<file path="config.mk">
export PLATFORM = sky130hd
export DESIGN_NAME = picorv32_bus_router
export DESIGN_NICKNAME = d
export VERILOG_FILES = /design/src/rtl/picorv32_bus_pkg.sv /design/src/rtl/picorv32_addr_decode.sv /design/src/rtl/picorv32_bus_router.sv
export SDC_FILE = /design/constraint.sdc
export NUM_CORES = 1
export LEC_CHECK = 0
export ABC_AREA = 1
export BUFFER_PORTS_ARGS = -buffer_cell sky130_fd_sc_hd__buf_2
export CORE_UTILIZATION = 51
export DETAILED_ROUTE_END_ITERATION = 10
export GPL_TIMING_DRIVEN = 1
export PLACE_DENSITY = 0.81
export SLEW_MARGIN = 5
export SYNTH_ARGS = -nofsm -noshare
export SYNTH_HDL_FRONTEND = slang
export SYNTH_HIERARCHICAL = 1
export SYNTH_SLANG_ARGS = --single-unit
</file>
<file path="constraint.sdc">
create_clock -name clk -period 3.85 [get_ports clk]
set_clock_uncertainty 0.1 [all_clocks]
set_input_delay 0.385 -clock clk [delete_from_list [all_inputs] [get_ports clk]]
set_output_delay 0.385 -clock clk [all_outputs]
set_load 0.05 [all_outputs]
</file>
<file path="src/rtl/picorv32_bus_pkg.sv">
// Shared types and default memory-map constants for the PicoRV32 bus router.
package picorv32_bus_pkg;

    typedef enum logic [1:0] {
        IDLE,
        SRAM_REQ,
        MMIO_REQ,
        DONE
    } state_t;

    localparam logic [31:0] SRAM_BASE_DEFAULT = 32'h0000_0000;
    localparam logic [31:0] SRAM_SIZE_DEFAULT = 32'h0001_0000;
    localparam logic [31:0] MMIO_BASE_DEFAULT = 32'h1000_0000;
    localparam logic [31:0] MMIO_SIZE_DEFAULT = 32'h0000_1000;

    localparam int unsigned SRAM_OFF_W = 17;
    localparam int unsigned MMIO_OFF_W = 12;

endpackage

</file>
<file path="src/rtl/picorv32_addr_decode.sv">
// Combinational window decode: classifies a CPU address and derives target byte offsets.
module picorv32_addr_decode
    import picorv32_bus_pkg::*;
#(
    parameter logic [31:0] SRAM_BASE = SRAM_BASE_DEFAULT,
    parameter logic [31:0] SRAM_SIZE = SRAM_SIZE_DEFAULT,
    parameter logic [31:0] MMIO_BASE = MMIO_BASE_DEFAULT,
    parameter logic [31:0] MMIO_SIZE = MMIO_SIZE_DEFAULT
) (
    input  logic [31:0]           addr,
    output logic                  hit_sram,
    output logic                  hit_mmio,
    output logic [SRAM_OFF_W-1:0] sram_off,
    output logic [MMIO_OFF_W-1:0] mmio_off
);

    logic [31:0] sram_diff;
    logic [31:0] mmio_diff;

    // The lower-bound test guards against wrap-around of the unsigned difference.
    always_comb begin
        sram_diff = addr - SRAM_BASE;
        mmio_diff = addr - MMIO_BASE;
        hit_sram  = (addr >= SRAM_BASE) && (sram_diff < SRAM_SIZE);
        hit_mmio  = (addr >= MMIO_BASE) && (mmio_diff < MMIO_SIZE);
        sram_off  = sram_diff[SRAM_OFF_W-1:0];
        mmio_off  = mmio_diff[MMIO_OFF_W-1:0];
    end

endmodule

</file>
<file path="src/rtl/picorv32_bus_router.sv">
// Routes PicoRV32 native-bus transactions to SRAM or MMIO, with timeout and unmapped-access errors.
module picorv32_bus_router
    import picorv32_bus_pkg::*;
#(
    parameter logic [31:0] SRAM_BASE      = SRAM_BASE_DEFAULT,
    parameter logic [31:0] SRAM_SIZE      = SRAM_SIZE_DEFAULT,
    parameter logic [31:0] MMIO_BASE      = MMIO_BASE_DEFAULT,
    parameter logic [31:0] MMIO_SIZE      = MMIO_SIZE_DEFAULT,
    parameter int unsigned TIMEOUT_CYCLES = 255
) (
    input  logic                  clk,
    input  logic                  resetn,

    input  logic                  cpu_mem_valid,
    input  logic                  cpu_mem_instr,
    input  logic [31:0]           cpu_mem_addr,
    input  logic [31:0]           cpu_mem_wdata,
    input  logic [3:0]            cpu_mem_wstrb,
    output logic                  cpu_mem_ready,
    output logic [31:0]           cpu_mem_rdata,

    output logic                  sram_mem_valid,
    output logic                  sram_mem_instr,
    output logic [SRAM_OFF_W-1:0] sram_mem_addr,
    output logic [31:0]           sram_mem_wdata,
    output logic [3:0]            sram_mem_wstrb,
    input  logic                  sram_mem_ready,
    input  logic [31:0]           sram_mem_rdata,

    output logic                  mmio_valid,
    output logic [MMIO_OFF_W-1:0] mmio_addr,
    output logic [31:0]           mmio_wdata,
    output logic [3:0]            mmio_wstrb,
    input  logic                  mmio_ready,
    input  logic [31:0]           mmio_rdata,

    output logic                  bus_err,
    output logic [31:0]           err_addr
);

    localparam int unsigned CNT_W = (TIMEOUT_CYCLES == 0) ? 1 : $clog2(TIMEOUT_CYCLES + 1);
    localparam logic [CNT_W-1:0] CNT_MAX = CNT_W'(TIMEOUT_CYCLES);

    state_t                state;
    logic [31:0]           addr_q;
    logic [31:0]           wdata_q;
    logic [3:0]            wstrb_q;
    logic                  instr_q;
    logic [SRAM_OFF_W-1:0] sram_off_q;
    logic [MMIO_OFF_W-1:0] mmio_off_q;
    logic [CNT_W-1:0]      wait_cnt;
    logic                  sram_valid_q;
    logic                  mmio_valid_q;

    logic                  hit_sram;
    logic                  hit_mmio;
    logic [SRAM_OFF_W-1:0] dec_sram_off;
    logic [MMIO_OFF_W-1:0] dec_mmio_off;

    logic                  tgt_valid;
    logic                  tgt_ready;
    logic [31:0]           tgt_rdata;

    picorv32_addr_decode #(
        .SRAM_BASE (SRAM_BASE),
        .SRAM_SIZE (SRAM_SIZE),
        .MMIO_BASE (MMIO_BASE),
        .MMIO_SIZE (MMIO_SIZE)
    ) u_decode (
        .addr     (cpu_mem_addr),
        .hit_sram (hit_sram),
        .hit_mmio (hit_mmio),
        .sram_off (dec_sram_off),
        .mmio_off (dec_mmio_off)
    );

    // Both request states share one handshake path; pick the active target's view.
    always_comb begin
        tgt_valid = sram_valid_q | mmio_valid_q;
        tgt_ready = 1'b0;
        tgt_rdata = '0;
        if (state == SRAM_REQ) begin
            tgt_ready = sram_mem_ready;
            tgt_rdata = sram_mem_rdata;
        end else if (state == MMIO_REQ) begin
            tgt_ready = mmio_ready;
            tgt_rdata = mmio_rdata;
        end
    end

    always_ff @(posedge clk) begin
        if (!resetn) begin
            state         <= IDLE;
            addr_q        <= '0;
            wdata_q       <= '0;
            wstrb_q       <= '0;
            instr_q       <= 1'b0;
            sram_off_q    <= '0;
            mmio_off_q    <= '0;
            wait_cnt      <= '0;
            sram_valid_q  <= 1'b0;
            mmio_valid_q  <= 1'b0;
            cpu_mem_ready <= 1'b0;
            cpu_mem_rdata <= '0;
            bus_err       <= 1'b0;
            err_addr      <= '0;
        end else begin
            cpu_mem_ready <= 1'b0;
            bus_err       <= 1'b0;
            case (state)
                IDLE: begin
                    if (cpu_mem_valid && !cpu_mem_ready) begin
                        addr_q     <= cpu_mem_addr;
                        wdata_q    <= cpu_mem_wdata;
                        wstrb_q    <= cpu_mem_wstrb;
                        instr_q    <= cpu_mem_instr;
                        sram_off_q <= dec_sram_off;
                        mmio_off_q <= dec_mmio_off;
                        wait_cnt   <= '0;
                        if (hit_sram) begin
                            state <= SRAM_REQ;
                        end else if (hit_mmio) begin
                            state <= MMIO_REQ;
                        end else begin
                            state         <= DONE;
                            cpu_mem_ready <= 1'b1;
                            cpu_mem_rdata <= '0;
                            bus_err       <= 1'b1;
                            err_addr      <= cpu_mem_addr;
                        end
                    end
                end
                SRAM_REQ, MMIO_REQ: begin
                    // A ready still high from the previous access holds valid off until it drops.
                    if (tgt_valid && tgt_ready) begin
                        sram_valid_q  <= 1'b0;
                        mmio_valid_q  <= 1'b0;
                        cpu_mem_rdata <= tgt_rdata;
                        cpu_mem_ready <= 1'b1;
                        state         <= DONE;
                    end else if (!tgt_ready) begin
                        if (wait_cnt == CNT_MAX) begin
                            sram_valid_q  <= 1'b0;
                            mmio_valid_q  <= 1'b0;
                            cpu_mem_rdata <= '0;
                            cpu_mem_ready <= 1'b1;
                            bus_err       <= 1'b1;
                            err_addr      <= addr_q;
                            state         <= DONE;
                        end else begin
                            wait_cnt <= wait_cnt + 1'b1;
                            if (state == SRAM_REQ) begin
                                sram_valid_q <= 1'b1;
                            end else begin
                                mmio_valid_q <= 1'b1;
                            end
                        end
                    end
                end
                DONE: begin
                    state <= IDLE;
                end
                default: begin
                    state <= IDLE;
                end
            endcase
        end
    end

    assign sram_mem_valid = sram_valid_q;
    assign sram_mem_instr = instr_q;
    assign sram_mem_addr  = sram_off_q;
    assign sram_mem_wdata = wdata_q;
    assign sram_mem_wstrb = wstrb_q;

    assign mmio_valid     = mmio_valid_q;
    assign mmio_addr      = mmio_off_q;
    assign mmio_wdata     = wdata_q;
    assign mmio_wstrb     = wstrb_q;

endmodule

</file>
Yosys cells after proc, flatten, opt, wreduce, memory -nomap -nowiden
Index checks and enable logic that the tools add are counted.
{ "totals": {"out_inout_bits": 170, "reg_bits": 176, "in_bits": 138} }
{ "op_classes": {"bitwise": 1, "addsub": 2, "eq_ne": 15, "n_lt_le_gt_ge": 4, "n_mux": 47, "reduce_logical": 16} }
{ "op_table": {"columns": ["op", "n"], "rows": [
  ["$mux 32", 14],
  ["$pmux 32 s2", 2],
  ["$ge 32x1->1 const B", 1],
  ["$ge 32x29->1 const B", 1],
  ["$lt 32x13->1 const B", 1],
  ["$lt 32x17->1 const B", 1],
  ["$mux 8", 4],
  ["$sub 32x29->32 const B", 1],
  ["$mux 1", 18],
  ["$pmux 8 s2", 1],
  ["$ne 2x2->1 const B", 7],
  ["$mux 2", 5],
  ["$reduce_and 3->1", 3],
  ["$add 8x1->8 const B", 1],
  ["$eq 8x8->1 const B", 1],
  ["$reduce_and 7->1", 1],
  ["$ne 3x3->1 const B", 2],
  ["$pmux 2 s3", 1],
  ["$reduce_and 6->1", 1],
  ["$reduce_and 5->1", 1],
  ["$eq 2x2->1 const B", 2],
  ["$logic_and 1x1->1", 4],
  ["$pmux 1 s2", 2],
  ["$ne 3x1->1 const B", 1],
  ["other kinds (9)", 9]
]} }

Longest topological paths before layout
Gate-level depths: netlist of the first run.
{ "depth": {"ltp_word": 7, "ltp_mapped": 15, "depth_no_buf": 14} }

Cells and area by module
Netlist of the first run, hierarchy kept.
{ "modules_own_cells": {"columns": ["module", "seq_area_each_um2", "n_inst", "area_per_inst_um2", "cells_each"], "rows": [
  ["picorv32_bus_router", 3523.4, 1, 7970.1, 1151],
  ["picorv32_addr_decode", 0.0, 1, 315.3, 50]
]} }

Least setup slack after synthesis of the first run
Ideal clock, no wire load.
{ "synth_timing": {"path_kind": "register to register", "start": "register state[0]", "end": "register err_addr[10]", "period_less_slack_ns": 1.838, "arrival_ns": 1.606, "setup_slack_ns": 2.012, "required_time_ns": 3.618, "setup_ns": 0.132, "path_buffers": 2, "stages_incl_launch_ff": 11, "cell_sequence": "dfxtp_1 inv_1 ha_1 buf_4 inv_2 nand2_1 o21ai_2 nand3_1 buf_2 nand2_1 a21oi_1"} }
{ "synth_via": {"elab_chain_cells": 6} }
{ "synth_lines": {"columns": ["element", "line_no", "text"], "rows": [
  ["start, declared", "picorv32_bus_router.sv:44", "state_t state;"],
  ["start signal, assigned", "picorv32_bus_router.sv:93", "state <= IDLE;"],
  ["start signal, assigned", "picorv32_bus_router.sv:121", "state <= SRAM_REQ;"],
  ["start signal, assigned", "picorv32_bus_router.sv:123", "state <= MMIO_REQ;"],
  ["$eq 2x2->1", "picorv32_bus_router.sv:85, picorv32_bus_router.sv:110", null],
  ["$mux 1", "picorv32_bus_router.sv:85", "end else if (state == MMIO_REQ) begin"],
  ["$mux 1", "picorv32_bus_router.sv:82", "if (state == SRAM_REQ) begin"],
  ["$logic_and 1x1->1", "picorv32_bus_router.sv:135", "if (tgt_valid && tgt_ready) begin"],
  ["$ne 2x2->1 (no source line)", null, null],
  ["$reduce_and 7->1 (no source line)", null, null],
  ["end signal, assigned", "picorv32_bus_router.sv:129", "err_addr <= cpu_mem_addr;"],
  ["end signal, assigned", "picorv32_bus_router.sv:148", "err_addr <= addr_q;"],
  ["end, declared", "picorv32_bus_router.sv:38", "output logic [31:0] err_addr"]
]} }
Parallel ways exist; a longest one is shown, timed or not.
A chain may end at the register's enable or synchronous reset.

Worst setup path in the final report of the first run
{ "layout_timing": {"start": "register state[1]", "end": "register cpu_mem_rdata[16]"} }
{ "layout_via": {"elab_chain_cells": 6} }
{ "layout_lines": {"columns": ["element", "line_no", "text"], "rows": [
  ["$eq 2x2->1", "picorv32_bus_router.sv:85, picorv32_bus_router.sv:110", null],
  ["$mux 1", "picorv32_bus_router.sv:85", null],
  ["$mux 1", "picorv32_bus_router.sv:82", null],
  ["$logic_and 1x1->1", "picorv32_bus_router.sv:135", null],
  ["$ne 3x3->1 (no source line) or $mux 32 (tied branches)", null, null],
  ["$reduce_and 6->1 (no source line) or $pmux 32 s2 (tied branches)", null, null],
  ["end signal, assigned", "picorv32_bus_router.sv:138", "cpu_mem_rdata <= tgt_rdata;"],
  ["end, declared", "picorv32_bus_router.sv:20", "output logic [31:0] cpu_mem_rdata,"]
]} }
Parallel ways exist; a longest one is shown, timed or not.

==> impl_metrics.ini, run 1 <==
[run_status]
status = finished, final reports clean

[setup_path]
reg2reg_to = cpu_mem_rdata[16]$_SDFFE_PN0P_
critPathArrivalTime_ps = 3270
crit_family = simple AND/OR/NAND/NOR gates
cp.required_ps = 4080
setup.worst_path.end_class = register
r2r-start = state[1]$_SDFFE_PN0P_
cpPeakStageDelay_ps = 640
reg2reg_slack_ps = 810
worst_path_max_delay_cell = nand2_2
critPathBufInv = 2
crit_type = reg2reg
crit_path_frequent_cell = nand2_1
worst-r2r-cell-count = 11
cp-start-kind = register
crit_chain = inv_1, ha_1, buf_4, nand2_1, nand2_4, nand3_4, nand3_2, nand2_2, nand2_1, nand2_1, nor2_1
critical_path.max_fanout = 39

[sta]
relSlewSlack = 0.3611
setup_viol_count_final = 0
rsz0062_at_grt = no
fmax_ghz = 0.3286
fin_crit_sh = 0.7906
period_needed_ps = 3044
tightest_slew_ps = 958.4
final_hold_viol_count = 0
maxSlewViolCount = 0
finalSetupTns_ps = 0

[floorplan]
start_util = 0.5216
fp.dieH_um = 129.5
core_um2 = 15890
die_area_um2 = 16760
io_pins = 308
die_w_um = 129.5
rows = 46

[grt]
grt_usage = 0.2637
grt.overflow.total = 0
grt_max_degree = 100
grt_pass1_vias = 7135
antenna_found_initial = 0
grt_pass1_wl_um = 34850

[drt]
drc_errors = 0
finalWirelength_um = 22460
vias = 8187
drt_first_iter_violations = 552
drtAntennaViolNets = 0
wire_per_inst_um = 13.82
dr.pass1.iters = 5
vias_per_cell = 5.038

[pwr]
leakage_nw = 4.999
peakVddDrop_uv = 617.2
cellPowerDensity_nw_per_um2 = 1026

[finish]
n_antenna_cell = 0
fillCellCount = 1484
synthToLayoutAreaGrowth_pct = 19.50
fin_cells = 1625
fin_nets = 1539
drive_gt1_frac = 0.2654

[hold_path]
hold_end = mmio_wdata[28]$_SDFFE_PN0P_
holdPathStages = 3
hp-class = in2reg
min_from = cpu_mem_wdata[28]

[clock_network]
path_clk_slew_ps = 70
cts_hold_buf = 0
post-cts-setup-buffers = 0
clock_latency_ps = 440
numCtsBuffers = 17
cts_tree = yes
clock-sinks = 176
clk_path_buf_depth = 2
cts_root_buf = clkbuf_16
h-tree-depth = 4
cts-resized-gates = 0

[placement]
gp_congestion = 0.8263
io_buffer_count = 307
dp_hpwl_um = 15180
dp_cells = 1593

[logic_synthesis]
ys_top_cells_by_count = nand2_1 (274), nor2_1 (257), dfxtp_1 (176), o21ai_0 (107), a21oi_1 (76)
ys_ff_latch = 176
syn_area_um2 = 8285
synth_xor_area_frac = 0.001057
async_flop_share = 0
synthMuxAreaShare = 0
synthAdderAreaFrac = 0.007551
yosys.area_share.simple = 0.3040
synth_compound_area_frac = 0.1315
yosysTopAreaCellShare = 0.4252
ys_top_cells_by_area = dfxtp_1 (43%), nand2_1 (12%), nor2_1 (12%)
synth_top_family_by_area = simple AND/OR/NAND/NOR gates
postSynthAreaPerCell_um2 = 6.899
ys_seq_area_frac = 0.4252
syn_inst = 1201
yosysTopAreaCell = dfxtp_1
ys.flop_type = dfxtp_1
synth_edf_count = 0
yosysMostFrequentCell = nand2_1
synth_warnings = 6
synth_cell_types = 32
syn_nets = 1344

[job]
drv_cap = 0
==> metrics by stage <==
step | total power [mW] | hold WS (ps) | utilization | instance area [um2] | setup WS [ps]
after floorplan | 7.476 | 324.5 | - | 8285 | 2012
after global placement | 8.391 | 331.7 | 0.5863 | 9314 | 916.1
final | 10.16 | 59.76 | 0.6233 | 9901 | 806.4
after detailed placement | 8.453 | 339.4 | 0.5863 | 9314 | 799.6
after global routing | 10.81 | 60.44 | 0.6233 | 9901 | 478.6
after CTS | 10.18 | 51.54 | 0.6233 | 9901 | 787.9
==> flip-flops by register name, indices dropped and copies added (netlist names), 2 cells and up <==
name           count
addr_q            32
cpu_mem_rdata     32
err_addr          32
mmio_addr         12
mmio_wdata        32
mmio_wstrb         4
sram_mem_addr     17
state              2
wait_cnt           8
==> power by group <==
part           switching (mW)  total [mW]  internal, mW  leakage, nW
sequential              0.329        2.77          2.44         1.45
combinational            4.37        5.67          1.29         3.27
clock                   0.821        1.72         0.899        0.285
==> layout by cell type (no fill, tap or decap), types with 2 or more instances in the layout <==
cell type     n
a21oi_1      76
clkinvlp_4    2
buf_2       306
buf_4        14
nand2_2       3
or2_2         2
ha_1          5
nand3_1      39
o21ai_1       6
inv_2         5
a22oi_1      13
inv_6         3
nand3_2       3
nand4_1      32
clkbuf_8      2
inv_1        45
dfxtp_1     176
inv_8         6
o21ai_0     107
nand2_1     274
clkbuf_16    17
nor2_1      256
==> layout make-up <==
| cell class | count | area, um2 | share of cell area |
|---|---|---|---|
| Clock inverter | 13 | 133.9 | 0.01352 |
| Clock buffer | 19 | 452.9 | 0.04575 |
| Sequential cell | 176 | 3523 | 0.3559 |
| Inverter | 52 | 196.4 | 0.01984 |
| Tap cell | 216 | 270.3 | 0.02730 |
| Timing Repair Buffer | 320 | 1637 | 0.1653 |
| Multi-Input combinational cell | 829 | 3687 | 0.3724 |
==> worst reg2reg max path, stage by stage, from the launching register on <==
cell and delay [ps]:
dfxtp_1 380, inv_1 80, ha_1 170, buf_4 240, nand2_1 170, nand2_4 110, nand3_4 190, nand3_2 610
nand2_2 660, nand2_1 110, nand2_1 80, nor2_1 50
==> worst max path at each step <==
stage,startpoint,to,depth (start not counted)
detailed placement,state[1]$_SDFFE_PN0P_,cpu_mem_rdata[30]$_SDFFE_PN0P_,12
floorplan,state[0]$_SDFFE_PN0P_,err_addr[10]$_SDFFE_PN0P_,10
global placement,state[1]$_SDFFE_PN0P_,cpu_mem_rdata[13]$_SDFFE_PN0P_,12
finish,state[1]$_SDFFE_PN0P_,cpu_mem_rdata[16]$_SDFFE_PN0P_,11
global route,state[1]$_SDFFE_PN0P_,cpu_mem_rdata[12]$_SDFFE_PN0P_,11
CTS,state[1]$_SDFFE_PN0P_,cpu_mem_rdata[30]$_SDFFE_PN0P_,12
==> layer usage <==
metal  track usage  share of wire  vias up  wire [um]
met5             0              0        -          0
met4        0.1163          0.029        0        650
met1        0.3357           0.43     3695       9686
li1              -              -     4171          -
met3       0.06235          0.066       45       1481
met2        0.4266           0.47      276      10640
==> logic make-up after synthesis <==
group | after synthesis
fa+ha+maj | 5
compound gates | 207
flops | 176
simple gates | 616
xor+xnor | 1
buf+inv | 196
Power figures use the tool's default switching activity.
==> inputs of run 2 (changes only) <==
Settings changed: CORE_UTILIZATION 51 to 45, PLACE_DENSITY 0.81 to 0.76.
Clock period 3.85 ns to 2.56 ns, I/O delays scaled along.
==> impl_metrics.ini, run 2 (synthesized netlist as in run 1, its figures left out) <==
[run_status]
status = finished, final reports clean

[setup_path]
critical_path.max_fanout = 38
critPathArrivalTime_ps = 2480
crit_type = reg2reg
cp.required_ps = 2780
r2r-start = state[1]$_SDFFE_PN0P_
worst-r2r-cell-count = 11
reg2reg_slack_ps = 300
setup.worst_path.end_class = register
cp-start-kind = register
reg2reg_to = cpu_mem_rdata[15]$_SDFFE_PN0P_

[finish]
fin_nets = 1591
mostFrequentLayoutCells = buf_2 (306), nand2_1 (274), nor2_1 (256)
seq_area_um2 = 3523
fillCellCount = 1683
multi_input_area_um2 = 3687
layout_commonest_cell = buf_2
synthToLayoutAreaGrowth_pct = 26.62
n_antenna_cell = 0
drive_gt1_frac = 0.2635
design_area_um2 = 10490

[drt]
vias_per_cell = 4.997
finalWirelength_um = 23940
dr.pass1.iters = 5
drc_errors = 0
drt_first_iter_violations = 512
wire_per_inst_um = 14.17
drtAntennaViolNets = 0
vias = 8445

[clock_network]
path_clk_slew_ps = 80
cts_tree = yes
cts-resized-gates = 0
clk_path_buf_depth = 2
post-cts-setup-buffers = 0
cts_hold_buf = 41
clock-sinks = 176
clock_latency_ps = 430
cts_root_buf = clkbuf_16
numCtsBuffers = 17
h-tree-depth = 4

[sta]
final_hold_viol_count = 0
fmax_ghz = 0.4434
setup_slack_ps = 304.8
period_needed_ps = 2255
setup_viol_count_final = 0
rsz0062_at_grt = no
tightest_slew_ps = 812.3
fin_crit_sh = 0.8809
maxSlewViolCount = 0
finalSetupTns_ps = 0
relSlewSlack = 0.4585

[pwr]
seq_power_share = 0.264
switchingPower_mw = 8.552
combPwrFrac = 0.565
p_clk_frac = 0.171
cellPowerDensity_nw_per_um2 = 1499
switching_share = 0.5437
peakVddDrop_uv = 927.1
p_int_mw = 7.176
p_total_mw = 15.73
leakage_nw = 5.253

[placement]
dpl_cell_area_um2 = 9450
preCtsSetupSlack_ps = 304.5
gp_congestion = 0.8147
dp_hpwl_um = 15670
io_buffer_count = 307

[floorplan]
fp.dieH_um = 137.7
io_pins = 308
die_w_um = 137.7
rows = 49
die_area_um2 = 18960
start_util = 0.4597
core_um2 = 18020

[grt]
grt.overflow.total = 0
grt_pass1_vias = 7299
antenna_found_initial = 0
grt_usage = 0.2455
grt_pass1_wl_um = 36360
grt_max_degree = 87

[job]
drv_cap = 0

[hold_path]
hp-class = in2reg
holdPathStages = 3
min_from = cpu_mem_addr[12]
hold_end = sram_mem_addr[12]$_SDFFE_PN0P_
==> run 2: cell types whose count changed in the layout (fill, tap and decap cells not counted), sizes merged <==
cell,previous run,this run
dlygate4sd3,0,41
buf,320,331
clkinv,4,10
inv,59,56
clkbuf,19,17
clkinvlp,2,1
==> run 2: power by group through the flow <==
stage	Clock [mW]	Combinational [mW]	Sequential, mW
2_1_floorplan	0	4.49	6.76
3_3_place_gp	0	8.71	4.17
3_5_place_dp	0	8.81	4.18
4_1_cts	2.75	8.88	4.14
5_1_grt	2.86	9.61	4.26
6_report	2.69	8.89	4.15
==> run 2: worst max path at each step <==
stage,from,end,cells past startpoint
after floorplan,state[0]$_SDFFE_PN0P_,err_addr[10]$_SDFFE_PN0P_,10
after global placement,cpu_mem_addr[14],cpu_mem_rdata[9]$_SDFFE_PN0P_,15
after detailed placement,cpu_mem_addr[26],cpu_mem_rdata[2]$_SDFFE_PN0P_,13
after CTS,state[1]$_SDFFE_PN0P_,cpu_mem_rdata[31]$_SDFFE_PN0P_,11
after global routing,state[1]$_SDFFE_PN0P_,cpu_mem_rdata[7]$_SDFFE_PN0P_,11
final,state[1]$_SDFFE_PN0P_,cpu_mem_rdata[15]$_SDFFE_PN0P_,11
==> run 2: worst max-delay path, stage by stage (launching register included) <==
cell and delay (ps):
dfxtp_1 340, inv_1 90, ha_1 200, buf_4 190, nand2_1 100, nand2_4 140
nand3_4 220, nand3_2 160, buf_4 350, nand3_1 140, nand2_1 80, nor2_1 40
==> run 2: layout make-up <==
cell class                 count  area share
multi-input combinational    829      0.3515
sequential                   176      0.3358
timing repair buffer         372      0.2066
clock buffer                  17     0.04055
tap                          229     0.02731
clock inverter                15     0.01956
inverter                      52     0.01872
==> run 2: metal layers <==
layer,vias to the layer above,routed length (um),GRT usage,share of wire
met2,321,11390,0.3967,0.48
met5,-,0,0,0
met4,0,476,0.08575,0.020
met1,3824,10440,0.3202,0.44
met3,30,1635,0.05592,0.068
li1,4270,-,-,-
==> run 2: through the flow <==
stage | hold WS [ps] | instances | utilization
final | 9.991 | 1690 | 0.5820
after global routing | 15.57 | 1690 | 0.5820
after CTS | 2.871 | 1690 | 0.5820
after detailed placement | 338.6 | 1617 | 0.5243
after global placement | 334.2 | 1617 | 0.5243
after floorplan | 290.9 | 1201 | -
==> inputs of run 3 (changes only) <==
Settings changed: CORE_ASPECT_RATIO set to 0.8.
==> impl_metrics.ini, run 3 (synthesized netlist as in run 1, its figures left out) <==
[run_status]
status = finished, final reports clean

[finish]
drive_gt1_frac = 0.2569
synthToLayoutAreaGrowth_pct = 24.54
n_antenna_cell = 0
fin_cells = 1677
layout_commonest_cell = buf_2
mostFrequentLayoutCells = buf_2 (306), nand2_1 (274), nor2_1 (256)
fin_nets = 1582

[grt]
antenna_found_initial = 0
grt.overflow.total = 0
grt_pass1_wl_um = 38760
grt_pass1_vias = 7483
grt_max_degree = 112
grt_usage = 0.2564

[pwr]
p_int_mw = 7.019
cellPowerDensity_nw_per_um2 = 1485
seq_power_share = 0.272
switchingPower_mw = 8.299
p_clk_frac = 0.156
leakage_nw = 5.155
peakVddDrop_uv = 910.4
combPwrFrac = 0.572
switching_share = 0.5418

[hold_path]
holdPathStages = 3
hold_end = addr_q[4]$_SDFFE_PN0P_
min_from = cpu_mem_addr[4]
hp-class = in2reg

[sta]
maxSlewViolCount = 0
tightest_slew_ps = 528.6
relSlewSlack = 0.6476
finalSetupTns_ps = 0
final_hold_viol_count = 0
fin_crit_sh = 0.8992
setup_slack_ps = 258.1
rsz0062_at_grt = no
setup_viol_count_final = 0
fmax_ghz = 0.4344
period_needed_ps = 2302

[clock_network]
post-cts-setup-buffers = 0
clock_latency_ps = 420
path_clk_slew_ps = 70
cts_root_buf = clkbuf_16
clk_path_buf_depth = 2
numCtsBuffers = 17
clock-sinks = 176
h-tree-depth = 4
cts_tree = yes

[setup_path]
critical_path.max_fanout = 38
reg2reg_to = cpu_mem_rdata[11]$_SDFFE_PN0P_
worst-r2r-cell-count = 9
crit_type = reg2reg
cp.required_ps = 2780
cp-start-kind = register
setup.worst_path.end_class = register
reg2reg_slack_ps = 260
r2r-start = state[1]$_SDFFE_PN0P_
critPathArrivalTime_ps = 2520

[floorplan]
fp.dieH_um = 123.4
die_area_um2 = 18960
rows = 43
core_um2 = 17650
die_w_um = 153.7
start_util = 0.4695
io_pins = 308

[drt]
vias_per_cell = 4.996
finalWirelength_um = 24430
dr.pass1.iters = 5
drtAntennaViolNets = 0
wire_per_inst_um = 14.57
drc_errors = 0
vias = 8378
drt_first_iter_violations = 627

[placement]
dp_cells = 1605
gp_congestion = 0.8360
io_buffer_count = 307
dp_hpwl_um = 15840
preCtsSetupSlack_ps = 166.6

[job]
drv_cap = 0
[run 3: layout make-up]
class / count / area [um2]
fill: 1655 / 7328
multi-input combinational: 829 / 3687
sequential: 176 / 3523
timing repair buffer: 363 / 2101
clock buffer: 23 / 467.9
tap: 225 / 281.5
inverter: 52 / 196.4
clock inverter: 9 / 61.31
[run 3: how the worst max path moves through the flow]
stage,cells after the start,slack (ps),startpoint,to
finish,9,260,state[1]$_SDFFE_PN0P_,cpu_mem_rdata[11]$_SDFFE_PN0P_
global route,9,40,state[0]$_SDFFE_PN0P_,cpu_mem_rdata[18]$_SDFFE_PN0P_
CTS,9,160,state[0]$_SDFFE_PN0P_,cpu_mem_rdata[31]$_SDFFE_PN0P_
detailed placement,9,170,state[0]$_SDFFE_PN0P_,cpu_mem_rdata[31]$_SDFFE_PN0P_
global placement,9,270,state[0]$_SDFFE_PN0P_,cpu_mem_rdata[25]$_SDFFE_PN0P_
floorplan,10,720,state[0]$_SDFFE_PN0P_,err_addr[10]$_SDFFE_PN0P_
[run 3: repair_timing]
item	CTS	global route
hold endpoints to repair	41	0
hold buffers	40	0
gates resized for setup	0	1
setup endpoints to repair	0	17
[run 3: stage by stage]
| step | area, um2 | hold slack, ps | util | power, mW |
|---|---|---|---|---|
| 2_1_floorplan | 8285 | 290.9 | - | 11.24 |
| 3_3_place_gp | 9385 | 333.2 | 0.5318 | 12.76 |
| 3_5_place_dp | 9385 | 338.3 | 0.5318 | 12.88 |
| 4_1_cts | 10310 | 9.778 | 0.5845 | 15.32 |
| 5_1_grt | 10320 | 31.61 | 0.5847 | 16.30 |
| 6_report | 10320 | 20.61 | 0.5847 | 15.32 |
[run 3: routing by layer]
layer,GRT usage,share of wire
met4,0.09813,0.022
met5,0,0
met2,0.4111,0.47
met3,0.05082,0.062
met1,0.3420,0.45
[run 3: worst max-delay path: stages (launching register included)]
cell and delay [ps]:
dfxtp_1 380, inv_1 90, ha_1 330, buf_6 300
nand3_4 250, nand3_2 140, buf_4 350, nand3_1 130
nand2_1 80, nor2_1 40
[run 3: power groups by stage]
stage	clock, mW	combinational (mW)	sequential (mW)
after global placement	0	8.58	4.18
after detailed placement	0	8.68	4.20
after global routing	2.57	9.46	4.27
after CTS	2.42	8.74	4.16
after floorplan	0	4.49	6.76
final	2.39	8.76	4.16
